**config.mk**
```make
export PLATFORM = sky130hd
export DESIGN_NAME = memory_instr_decoder
export DESIGN_NICKNAME = d
export VERILOG_FILES = /design/src/rtl/memory_instr_decoder.sv
export SDC_FILE = /design/constraint.sdc
export NUM_CORES = 1
export LEC_CHECK = 0
export CAP_MARGIN = 0
export CORE_AREA = 2 2 146 219
export DETAILED_ROUTE_END_ITERATION = 8
export DIE_AREA = 0 0 148 221
export GPL_TIMING_DRIVEN = 0
export PLACE_DENSITY_LB_ADDON = 0.1
export SLEW_MARGIN = 20
export SYNTH_ARGS = -nofsm -noshare
export SYNTH_HDL_FRONTEND = slang
export SYNTH_SLANG_ARGS = --single-unit
```
**constraint.sdc**
```tcl
create_clock -name clk_in -period 2.8 [get_ports clk_in]
set_input_delay 0.84 -clock clk_in [delete_from_list [all_inputs] [get_ports clk_in]]
set_output_delay 0.84 -clock clk_in [all_outputs]
set_load 0.1 [all_outputs]
```
**src/rtl/memory_instr_decoder.sv**
```systemverilog
// Memory-side instruction decoder: line buffer, address register, BRAM and FMA write bus.
// Optional MEMDEC_DROP_COUNT_EN adds a saturating count of stalled valid cycles.
module memory_instr_decoder #(
  parameter int FMA_COUNT  = 2,
  parameter int WORD_WIDTH = 16,
  parameter int ADDR_WIDTH = 12,
  localparam int LW = 3 * FMA_COUNT * WORD_WIDTH
) (
  input  logic                  clk_in,
  input  logic                  rst_n_in,
  input  logic [0:31]           instr_in,
  input  logic                  instr_valid_in,
  output logic                  ready_out,
  output logic [ADDR_WIDTH-1:0] bram_addr_out,
  output logic [LW-1:0]         bram_din_out,
  output logic                  bram_we_out,
  input  logic [LW-1:0]         bram_dout_in,
  output logic [LW-1:0]         fma_line_out,
  output logic                  fma_replace_c_out,
  output logic                  fma_result_valid_out,
`ifdef MEMDEC_DROP_COUNT_EN
  output logic [7:0]            drop_count_out,
`endif
  output logic                  fma_write_valid_out
);

  typedef enum logic [1:0] {IDLE, RD1, RD2} state_t;

  localparam logic [3:0] OP_SMA    = 4'b0110;
  localparam logic [3:0] OP_LOADI  = 4'b0111;
  localparam logic [3:0] OP_SENDL  = 4'b1000;
  localparam logic [3:0] OP_LOAD   = 4'b1010;
  localparam logic [3:0] OP_WRITEB = 4'b1011;
  localparam logic [3:0] OP_WRITE  = 4'b1100;

  state_t state, state_nx;

  logic [3:0]            op, fa, fb;
  logic [15:0]           imm, step;
  logic [7:0]            diff;
  logic                  take;
  logic [LW-1:0]         line, line_nx, fma_line_q;
  logic [ADDR_WIDTH-1:0] maddr;
  logic                  wb_hit, pend_rc, pend_rv;

  assign op   = instr_in[0:3];
  assign fa   = instr_in[4:7];
  assign imm  = instr_in[8:23];
  assign fb   = instr_in[24:27];
  assign diff = instr_in[24:31];
  assign step = {{8{diff[7]}}, diff};

  assign ready_out = (state == IDLE);
  assign take      = instr_valid_in & ready_out;

  // Read data arrives combinationally in the strobe cycle, then is held.
  assign fma_line_out = wb_hit ? bram_dout_in : fma_line_q;

  always_comb begin
    state_nx = state;
    line_nx  = line;
    unique case (state)
      IDLE:    if (take && op == OP_WRITEB) state_nx = RD1;
      RD1:     state_nx = RD2;
      RD2:     state_nx = IDLE;
      default: state_nx = IDLE;
    endcase
    if (take) begin
      case (op)
        OP_LOADI:
          if (int'(fa) < 3 * FMA_COUNT)
            line_nx[int'(fa)*WORD_WIDTH +: WORD_WIDTH] = imm;
        OP_LOAD:
          if (fa <= 4'd2)
            for (int i = 0; i < FMA_COUNT; i++)
              line_nx[(3*i+int'(fa))*WORD_WIDTH +: WORD_WIDTH] =
                imm + 16'(i) * step;
        default: ;
      endcase
    end
  end

  always_ff @(posedge clk_in or negedge rst_n_in) begin
    if (!rst_n_in) begin
      state                <= IDLE;
      line                 <= '0;
      maddr                <= '0;
      bram_addr_out        <= '0;
      bram_din_out         <= '0;
      bram_we_out          <= 1'b0;
      fma_line_q           <= '0;
      fma_replace_c_out    <= 1'b0;
      fma_result_valid_out <= 1'b0;
      fma_write_valid_out  <= 1'b0;
      wb_hit               <= 1'b0;
      pend_rc              <= 1'b0;
      pend_rv              <= 1'b0;
    end else begin
      state               <= state_nx;
      line                <= line_nx;
      bram_we_out         <= take && op == OP_SENDL;
      fma_write_valid_out <= (take && op == OP_WRITE) || state == RD2;
      wb_hit              <= (state == RD2);
      if (wb_hit) fma_line_q <= bram_dout_in;
      if (take && op == OP_SMA) maddr <= imm[ADDR_WIDTH-1:0];
      if (take && op == OP_SENDL) begin
        bram_addr_out <= maddr;
        bram_din_out  <= line;
      end
      if (take && op == OP_WRITEB) begin
        bram_addr_out <= imm[ADDR_WIDTH-1:0];
        pend_rc       <= (fa != 4'd0);
        pend_rv       <= (fb != 4'd0);
      end
      if (take && op == OP_WRITE) begin
        fma_line_q           <= line;
        fma_replace_c_out    <= (fa != 4'd0);
        fma_result_valid_out <= (fb != 4'd0);
      end else if (state == RD2) begin
        fma_replace_c_out    <= pend_rc;
        fma_result_valid_out <= pend_rv;
      end
    end
  end

`ifdef MEMDEC_DROP_COUNT_EN
  always_ff @(posedge clk_in or negedge rst_n_in) begin
    if (!rst_n_in) drop_count_out <= '0;
    else if (instr_valid_in && !ready_out && drop_count_out != 8'hFF)
      drop_count_out <= drop_count_out + 8'd1;
  end
`endif

endmodule

```
### Word-level counts from Yosys, hierarchy flattened

Index checks and enable logic that the tools add are counted.

* bits of input ports: 131
* memories kept: 0
* RAM bits: 0
* latch bits: 0
* logic and storage cells: 62
* output and inout bits: 209
* bits in read-only memories: 0
* flip-flop bits (word level): 321

* multiplexer cells: 15
* shift-type cells: 4
* bitwise gates (word level): 1
* reduce and logical (&&, ||, !) cells: 12
* divide/modulo/power cells: 0
* multiply operators: 0
* $add $sub $neg: 4
* order comparisons: 2
* equal/unequal tests: 11

Operators with widths (number)
* $mux 96: 4
* $bwmux 96: 2
* $pmux 96 s2: 1
* $shift 16x33->96 const A: 2
* $shiftx 16x33->96: 2
* $neg 8->33: 1
* $neg 9->33: 1
* $mux 12: 2
* $add 16x16->16: 1
* $eq 4x4->1 const B: 4
* $eq 4x3->1 const B: 2
* $reduce_bool 4->1: 2
* $reduce_bool 2->1: 3
* $add 2x4->5 const A: 1
* $le 4x2->1 const B: 1
* $logic_and 1x1->1: 4
* $lt 4x3->1 const B: 1
* $mux 1: 4
* $ne 2x2->1 const B: 2
* $pmux 2 s2: 1
* $reduce_and 4->1: 1
* $eq 2x1->1 const B: 1
* $eq 2x2->1 const B: 1
* $logic_not 2->1: 1
* other kinds (4): 4

### Longest topological paths before layout

Gate-level depths: netlist of run 1.

* depth in word-level cells: 6
* depth in mapped cells: 17

### Worst setup path before layout of run 1

Ideal clock, no wire load.

* kind: input port to flip-flop
* start point: in instr_in[7] (netlist name)
* end point: reg line[61]
* data arrival time: 3864 ps
* stages on the path: 15
* path buffers: 3
* data required time: 2674 ps
* setup slack: -1190 ps
* cells stage by stage: buf_2 > inv_1 > ha_1 > buf_2 > nor4b_1 > o211ai_2 > and2_1 > ha_1 > inv_1 > a211oi_2 > o21ai_2 > or3_1 > buf_2 > a21o_1 > a221o_1

* cells in the longest elaborated chain, start to end: 6
* elaborated cells on any way between the ends: 17

RTL lines
* start, declared: line 11 `input logic [0:31] instr_in,`
* $add 2x4->5 or $neg 8->33 (tied branches): line 76, 72, 77
* $neg 9->33, or another cell as far along: line 77 `imm + 16'(i) * step;`
* $shiftx 16x33->96, or another cell as far along: line 76 `line_nx[(3*i+int'(fa))*WORD_WIDTH +: WORD_WIDTH] =`
* $bwmux 96: line 76
* $mux 96: line 74 `if (fa <= 4'd2)`
* $pmux 96 s2: line 69 `case (op)`
* end signal, assigned: line 100 `line <= line_nx;`
* end, declared: line 42 `logic [LW-1:0] line, line_nx, fma_line_q;`

Parallel ways exist; a longest one is shown, timed or not. The select of a mux whose other input is x is not followed.
A chain may end at the register's enable or synchronous reset.

### Worst setup path in the final report of run 1

* start point: in instr_in[7] (netlist name)
* end point: reg line[64]

Same word-level chain as after synthesis.

==> results.ini, run 1 <==
[finish]
fin_nets = 2144
antennaDiodeCount = 0
drive_above_1_share_pct = 31.5
instances_no_fill = 2420
syn_to_final_growth_pct = 48.1

[outcome]
status = complete, but fails checks
violations = setup timing

[clock_tree]
clk_path_buf_depth = 3
cts_tree = yes
numCtsBuffers = 31
cts.sinks = 321
clock_latency_ns = 0.59
ctsHtreeMaxLevel = 1
hold_buffers = 0
clk_pin_slew_ns = 0.07
root_buffer = clkbuf_16

[global_routing]
grt_use_total_pct = 33.9
grt_max_degree = 98
grt-busiest-layer = met2
antenna_found_initial = 0
grt_first_pass_wirelength_um = 85500
grt_pass1_vias = 14811
grtUsageMet2_pct = 59.6
grt_overflow_total = 0
grt_use_met3_pct = 5.40
use_met1_pct = 38.6

[route]
via_per_inst = 5.96
wirelength_um = 58800
drt-initial-drc-count = 1130
vias = 14412
dr.pass1.iters = 7
routedWlPerCell_um = 24.3
drc = 0
ant_nets = 0

[hold_path]
hp-class = in -> async

[place]
dp_hpwl_um = 41100
portBuffers = 338
post-place-cells = 2302
globalplace.congestion = 1.04

[die]
start_util_pct = 51.0
boundaryPins = 340
num_rows = 79
die_w_um = 148
dieArea_mm2 = 0.0327
fp.dieH_um = 221
core_mm2 = 0.0308

[logic_synthesis]
synth_common_cells = nand2_1, dfrtp_1, mux2_2
synth_largest_area_cell = dfrtp_1
seq_area_frac_synth_pct = 51.0
ys_ff_latch = 321
synth_edf_count = 0
syn_nets = 1709
yosysTopAreaCellShare_pct = 51.0
yosysWarnings = 0
synth.area.top_cells = dfrtp_1, mux2_2, nand2_1
yosysMostFrequentCell = nand2_1
syn_avg_cell_area_um2 = 10.1
async_flop_share_pct = 100
netlist_area_mm2 = 0.0157
syn_inst = 1556
synth_ff_type = dfrtp_1
synth.distinct_cells = 78

[setup_path]
cp_slowest_cell = or3_4
worst-path-buf-inv = 6
path_class = in -> reg
path_delay_family = compound AO/OA/AOI/OAI gates
worstPathMaxFanout = 7
crit_required_ns = 3.32
end_kind = flip-flop
crit_chain = buf_8, buf_12, inv_8, ha_4, nor4b_4, o211ai_4, and2_4, ha_4, inv_6, a211oi_4, o21ai_4, buf_6, or3_4, a21oi_4, buf_12, o22a_1
max_stage_delay_ns = 0.39
startpoint_type = input port
cp_data_arrival_time_ns = 3.57

[power_and_ir_drop]
cellPowerDensity_mw_per_mm2 = 713
fin_total_pwr_uw = 16600
ir_drop_v = 0.000666
power.leakage_uw = 0.0125

[sta]
worst_pin_slew_ns = 1.04
max_freq_mhz = 328
rsz0062_at_grt = true
clock-skew-final_ns = 0.0214
min_period_ns = 3.05
finalWorstSetupSlack_ns = -0.246
setup_viol = 110
relSlewSlack_pct = 30.3
fin_crit_sh_pct = 109
slew_violations = 0
finalHoldViolations = 0

[job]
cap_violations = 0

## power by group
group	internal, µW	leakage, µW	switching [µW]
logic	2010	0.00768	4630
registers	5160	0.00423	256
clock network	2690	0.000542	1870
total	9860	0.0125	6750
## logic make-up (layout without fill, tap and decap cells)
logic type / count (synthesis) / after routing / share of synthesized area (%)
mux: 206 / 206 / 14.8
simple gates: 568 / 568 / 15.4
flops: 321 / 321 / 51.0
xor+xnor: 8 / 8 / 0.533
compound gates: 301 / 302 / 13.3
fa+ha+maj: 22 / 22 / 1.80
buf+inv: 130 / 588 / 3.22
## cells in the final DEF, fill, tap and decap left out, drive strengths merged, types with 9 or more instances in the layout
cell type / n
a211oi: 14
a21o: 12
a21oi: 59
a22oi: 32
and2: 12
and3: 10
buf: 194
clkbuf: 111
clkdlybuf4s50: 105
dfrtp: 321
dlymetal6s2s: 121
ha: 21
inv: 37
mux2: 205
nand2: 393
nand3: 35
nor2: 48
nor3: 18
o211ai: 11
o21ai: 62
o22a: 11
o22ai: 17
or2: 9
or3: 10
## metrics by stage
| stage | setup WS [ns] | hold WS [ns] | TNS, ns | area, µm² | util (%) |
|---|---|---|---|---|---|
| floorplan | -0.708 | 0.450 | -48.20 | 15900 | - |
| global placement | -12.87 | 0.459 | -4551.18 | 19800 | 64.2 |
| detailed placement | -2.22 | 0.461 | -454.29 | 19900 | 64.5 |
| CTS | -0.346 | 0.292 | -30.22 | 22000 | 71.4 |
| global route | -0.294 | 0.314 | -15.41 | 23300 | 75.6 |
| finish | -0.246 | 0.257 | -10.53 | 23300 | 75.6 |
## cell type report
class	instances	area [µm²]
clock inverters	18	248
multi-input cells	1106	8100
plain buffers	84	594
well taps	405	507
flip-flops and latches	321	8030
inverters	33	144
repair buffers	414	4810
fillers	2125	7530
clock buffers	39	876
## repair_timing
action	in CTS	in global routing
cloned	2	2
resized for setup	819	362
setup buffers	42	29
setup endpoints to repair	494	312
pin swaps	18	22
## routing by layer
metal  part of all wire, %  up-vias
met2                    51      719
li1                      -     6366
met5                     0        -
met1                    35     7096
met3                   7.0      231
met4                   7.2        0
## path summary, 6_finish.rpt
kind | start | to | slack [ns] | cells after the start
min | rst_n_in | bram_din_out[83]$_DFFE_PN0P_ | 0.26 | 1
max reg2reg | state[0]$_DFFE_PN0P_ | line[21]$_DFFE_PN0P_ | 0.30 | 8
max in group asynchronous | rst_n_in | fma_line_q[24]$_DFF_PN0_ | 1.26 | 3
min in group clk_in | bram_din_out[70]$_DFFE_PN0P_ | bram_din_out[70]$_DFFE_PN0P_ | 0.47 | 2
max | instr_in[7] | line[64]$_DFFE_PN0P_ | -0.25 | 16
min reg2reg | bram_din_out[70]$_DFFE_PN0P_ | bram_din_out[70]$_DFFE_PN0P_ | 0.47 | 2
## sequential cells by signal, summed over array words and instances (netlist names)
| register | cells |
|---|---|
| maddr | 12 |
| fma_replace_c_out | 1 |
| pend_rc | 1 |
| pend_rv | 1 |
| state | 2 |
| wb_hit | 1 |
| fma_line_q | 96 |
| bram_addr_out | 12 |
| bram_we_out | 1 |
| fma_write_valid_out | 1 |
| bram_din_out | 96 |
| fma_result_valid_out | 1 |
| line | 96 |
(Power assumes the default switching activity.)
==> inputs of run 2 (changes only) <==
SETUP_SLACK_MARGIN = 0.1   (was default)
clock period = 3.4 ns   (was 2.8 ns; I/O delays follow)
==> run 2 against run 1 <==
The flow now finishes without violations. Critical path type unchanged. Critical path depth is 3 lower. Clock skew fell by 0.0072 ns. Core utilization shrank 6.8 points. Routed wire length shrank 5.8%. Combinational power decreased by 28%. Worst hold slack gained 0.12 ns. Total power down 23%. Clock-buffer cell count is 3 higher. Worst setup slack better by 0.33 ns. Register-to-register slack improved by 0.46 ns. Non-clock buffer count shrank 40.
==> results.ini, run 2 (synthesis results as in run 1) <==
[global_routing]
grt_max_degree = 99  ; was 98
grt_first_pass_wirelength_um = 84300  ; was 85500 µm
antenna_found_initial = 1  ; was 0
grt_overflow_total = 0  ; unchanged
grt_pass1_vias = 14311  ; was 14811
grt_use_total_pct = 33.5  ; was 33.9%

[sta]
rsz0062_at_grt = true  ; unchanged
clock-skew-final_ns = 0.0142  ; was 0.0214 ns
max_freq_mhz = 301
relSlewSlack_pct = 29.7  ; was 30.3%
slew_violations = 0  ; unchanged
setup_viol = 0  ; was 110
whs_ns = 0.378  ; was 0.257 ns
worst_pin_slew_ns = 1.05  ; was 1.04 ns
finalHoldViolations = 0  ; unchanged
min_period_ns = 3.32
fin_crit_sh_pct = 97.6
finalWorstSetupSlack_ns = 0.0806  ; was -0.246 ns

[route]
via_per_inst = 5.85  ; was 5.96
dr.pass1.iters = 5  ; was 7
drc = 0  ; unchanged
drt-initial-drc-count = 934  ; was 1130
wirelength_um = 55400  ; was 58800 µm
ant_nets = 0  ; unchanged
vias = 13907  ; was 14412
routedWlPerCell_um = 23.3  ; was 24.3 µm

[die]
fp.dieH_um = 221  ; unchanged
boundaryPins = 340  ; unchanged
dieArea_mm2 = 0.0327  ; unchanged
core_mm2 = 0.0308  ; unchanged
num_rows = 79  ; unchanged
die_w_um = 148  ; unchanged
start_util_pct = 51.0  ; unchanged

[clock_tree]
cts.sinks = 321  ; unchanged
clk_pin_slew_ns = 0.07  ; about the same
root_buffer = clkbuf_16  ; unchanged
hold_buffers = 0  ; unchanged
cts_tree = yes  ; unchanged
ctsHtreeMaxLevel = 1  ; unchanged
clk_path_buf_depth = 3  ; unchanged
numCtsBuffers = 31  ; unchanged
clock_latency_ns = 0.59  ; about the same

[setup_path]
end_kind = flip-flop  ; unchanged
crit_required_ns = 3.92  ; was 3.32 ns
worstReg2RegEnd = bram_din_out[74]$_DFFE_PN0P_  ; was line[21]$_DFFE_PN0P_
worstPathMaxFanout = 9  ; was 7
cp_data_arrival_time_ns = 3.83  ; was 3.57 ns
r2r-start = state[0]$_DFFE_PN0P_  ; unchanged
path_class = in -> reg  ; unchanged
startpoint_type = input port  ; unchanged
reg2reg_slack_ns = 0.76  ; was 0.30 ns
reg2reg_depth = 7  ; was 8

[finish]
drive_above_1_share_pct = 26.0  ; was 31.5%
multi_input_area_mm2 = 0.00772  ; was 0.00810 mm²
mostFrequentLayoutCell = nand2_1  ; unchanged
fin_nets = 2103  ; was 2144
final-seq-area_mm2 = 0.00803  ; unchanged
fillerInstances = 2512  ; was 2125
top_regs = bram_din_out x96, fma_line_q x96, line x96  ; unchanged
antennaDiodeCount = 0  ; unchanged
most-common-layout-cells = nand2_1, dfrtp_1, clkdlybuf4s50_1, mux2_2, buf_2  ; was nand2_1, dfrtp_1, mux2_2, dlymetal6s2s_1, clkdlybuf4s50_1
syn_to_final_growth_pct = 34.7  ; was 48.1%

[power_and_ir_drop]
cellPowerDensity_mw_per_mm2 = 606  ; was 713 mW/mm²
ir_drop_v = 0.000696  ; was 0.000666 V
power.leakage_uw = 0.00991  ; was 0.0125 µW

[place]
dp_hpwl_um = 41700  ; was 41100 µm
globalplace.congestion = 1.03  ; was 1.04
portBuffers = 338  ; unchanged
preCtsSetupSlack_ns = -1.90  ; was -2.22 ns

[hold_path]
hp-class = in -> async  ; unchanged

[job]
cap_violations = 0  ; unchanged

[outcome]
status = finished clean  ; was complete, but fails checks

## run 2: final cells by class
| cell class | count | share of cell area (%) |
|---|---|---|
| Inverter | 33 | 0.655 |
| Tap cell | 405 | 2.39 |
| Buffer | 93 | 2.30 |
| Multi-Input combinational cell | 1105 | 36.4 |
| Clock inverter | 14 | 0.885 |
| Clock buffer | 42 | 4.09 |
| Sequential cell | 321 | 37.9 |
| Timing Repair Buffer | 365 | 15.4 |
## run 2: how the worst max path moves through the flow
stage / slack (ns) / cells after the start / start / to
2_1_floorplan: -0.29 / 15 / instr_in[7] / line[61]$_DFFE_PN0P_
3_3_place_gp: -12.39 / 1 / rst_n_in / fma_line_q[22]$_DFF_PN0_
3_5_place_dp: -1.90 / 15 / instr_in[7] / line[25]$_DFFE_PN0P_
4_1_cts: 0.03 / 8 / instr_in[18] / line[29]$_DFFE_PN0P_
5_1_grt: 0.05 / 16 / instr_in[7] / line[71]$_DFFE_PN0P_
6_report: 0.08 / 13 / instr_in[7] / line[25]$_DFFE_PN0P_
## run 2: layer usage
metal / vias to the layer above / global-route usage, % / wire length (µm)
li1: 6278 / - / -
met2: 594 / 58.2 / 27800
met1: 6860 / 38.5 / 20100
met4: 0 / 19.0 / 3640
met5: - / 0 / 0
met3: 175 / 6.25 / 3860
## run 2: report_power, final
group          internal [µW]  switching, µW
clock                   2090           1510
sequential              4250            202
combinational           1150           3650
## run 2: through the flow
step	TNS [ns]	power, µW	utilization [%]	area (µm²)	instances
3_5_place_dp	-260.44	9430	64.5	19900	2302
4_1_cts	0	12900	68.4	21100	2377
5_1_grt	0	13300	68.8	21200	2378
6_report	0	12900	68.8	21200	2378
3_3_place_gp	-4225.50	9380	64.1	19800	2299
2_1_floorplan	-11.11	8100	-	15900	1556
## run 2: timing repair
item,4_1_cts,5_1_grt
setup buffers,22,2
pin swaps,12,5
gates resized for setup,529,103
endpoints found under the setup margin,282,111
## run 2: critical path: stages
cell and delay [ns]:
buf_8 0.11, buf_12 0.12, buf_4 0.15, nor4b_4 0.30, o211ai_4 0.11, and2_4 0.18
ha_4 0.29, inv_6 0.04, nor2_2 0.55, nand2_1 0.16, nor3_2 0.41, o21ai_0 0.26
nand3_1 0.14
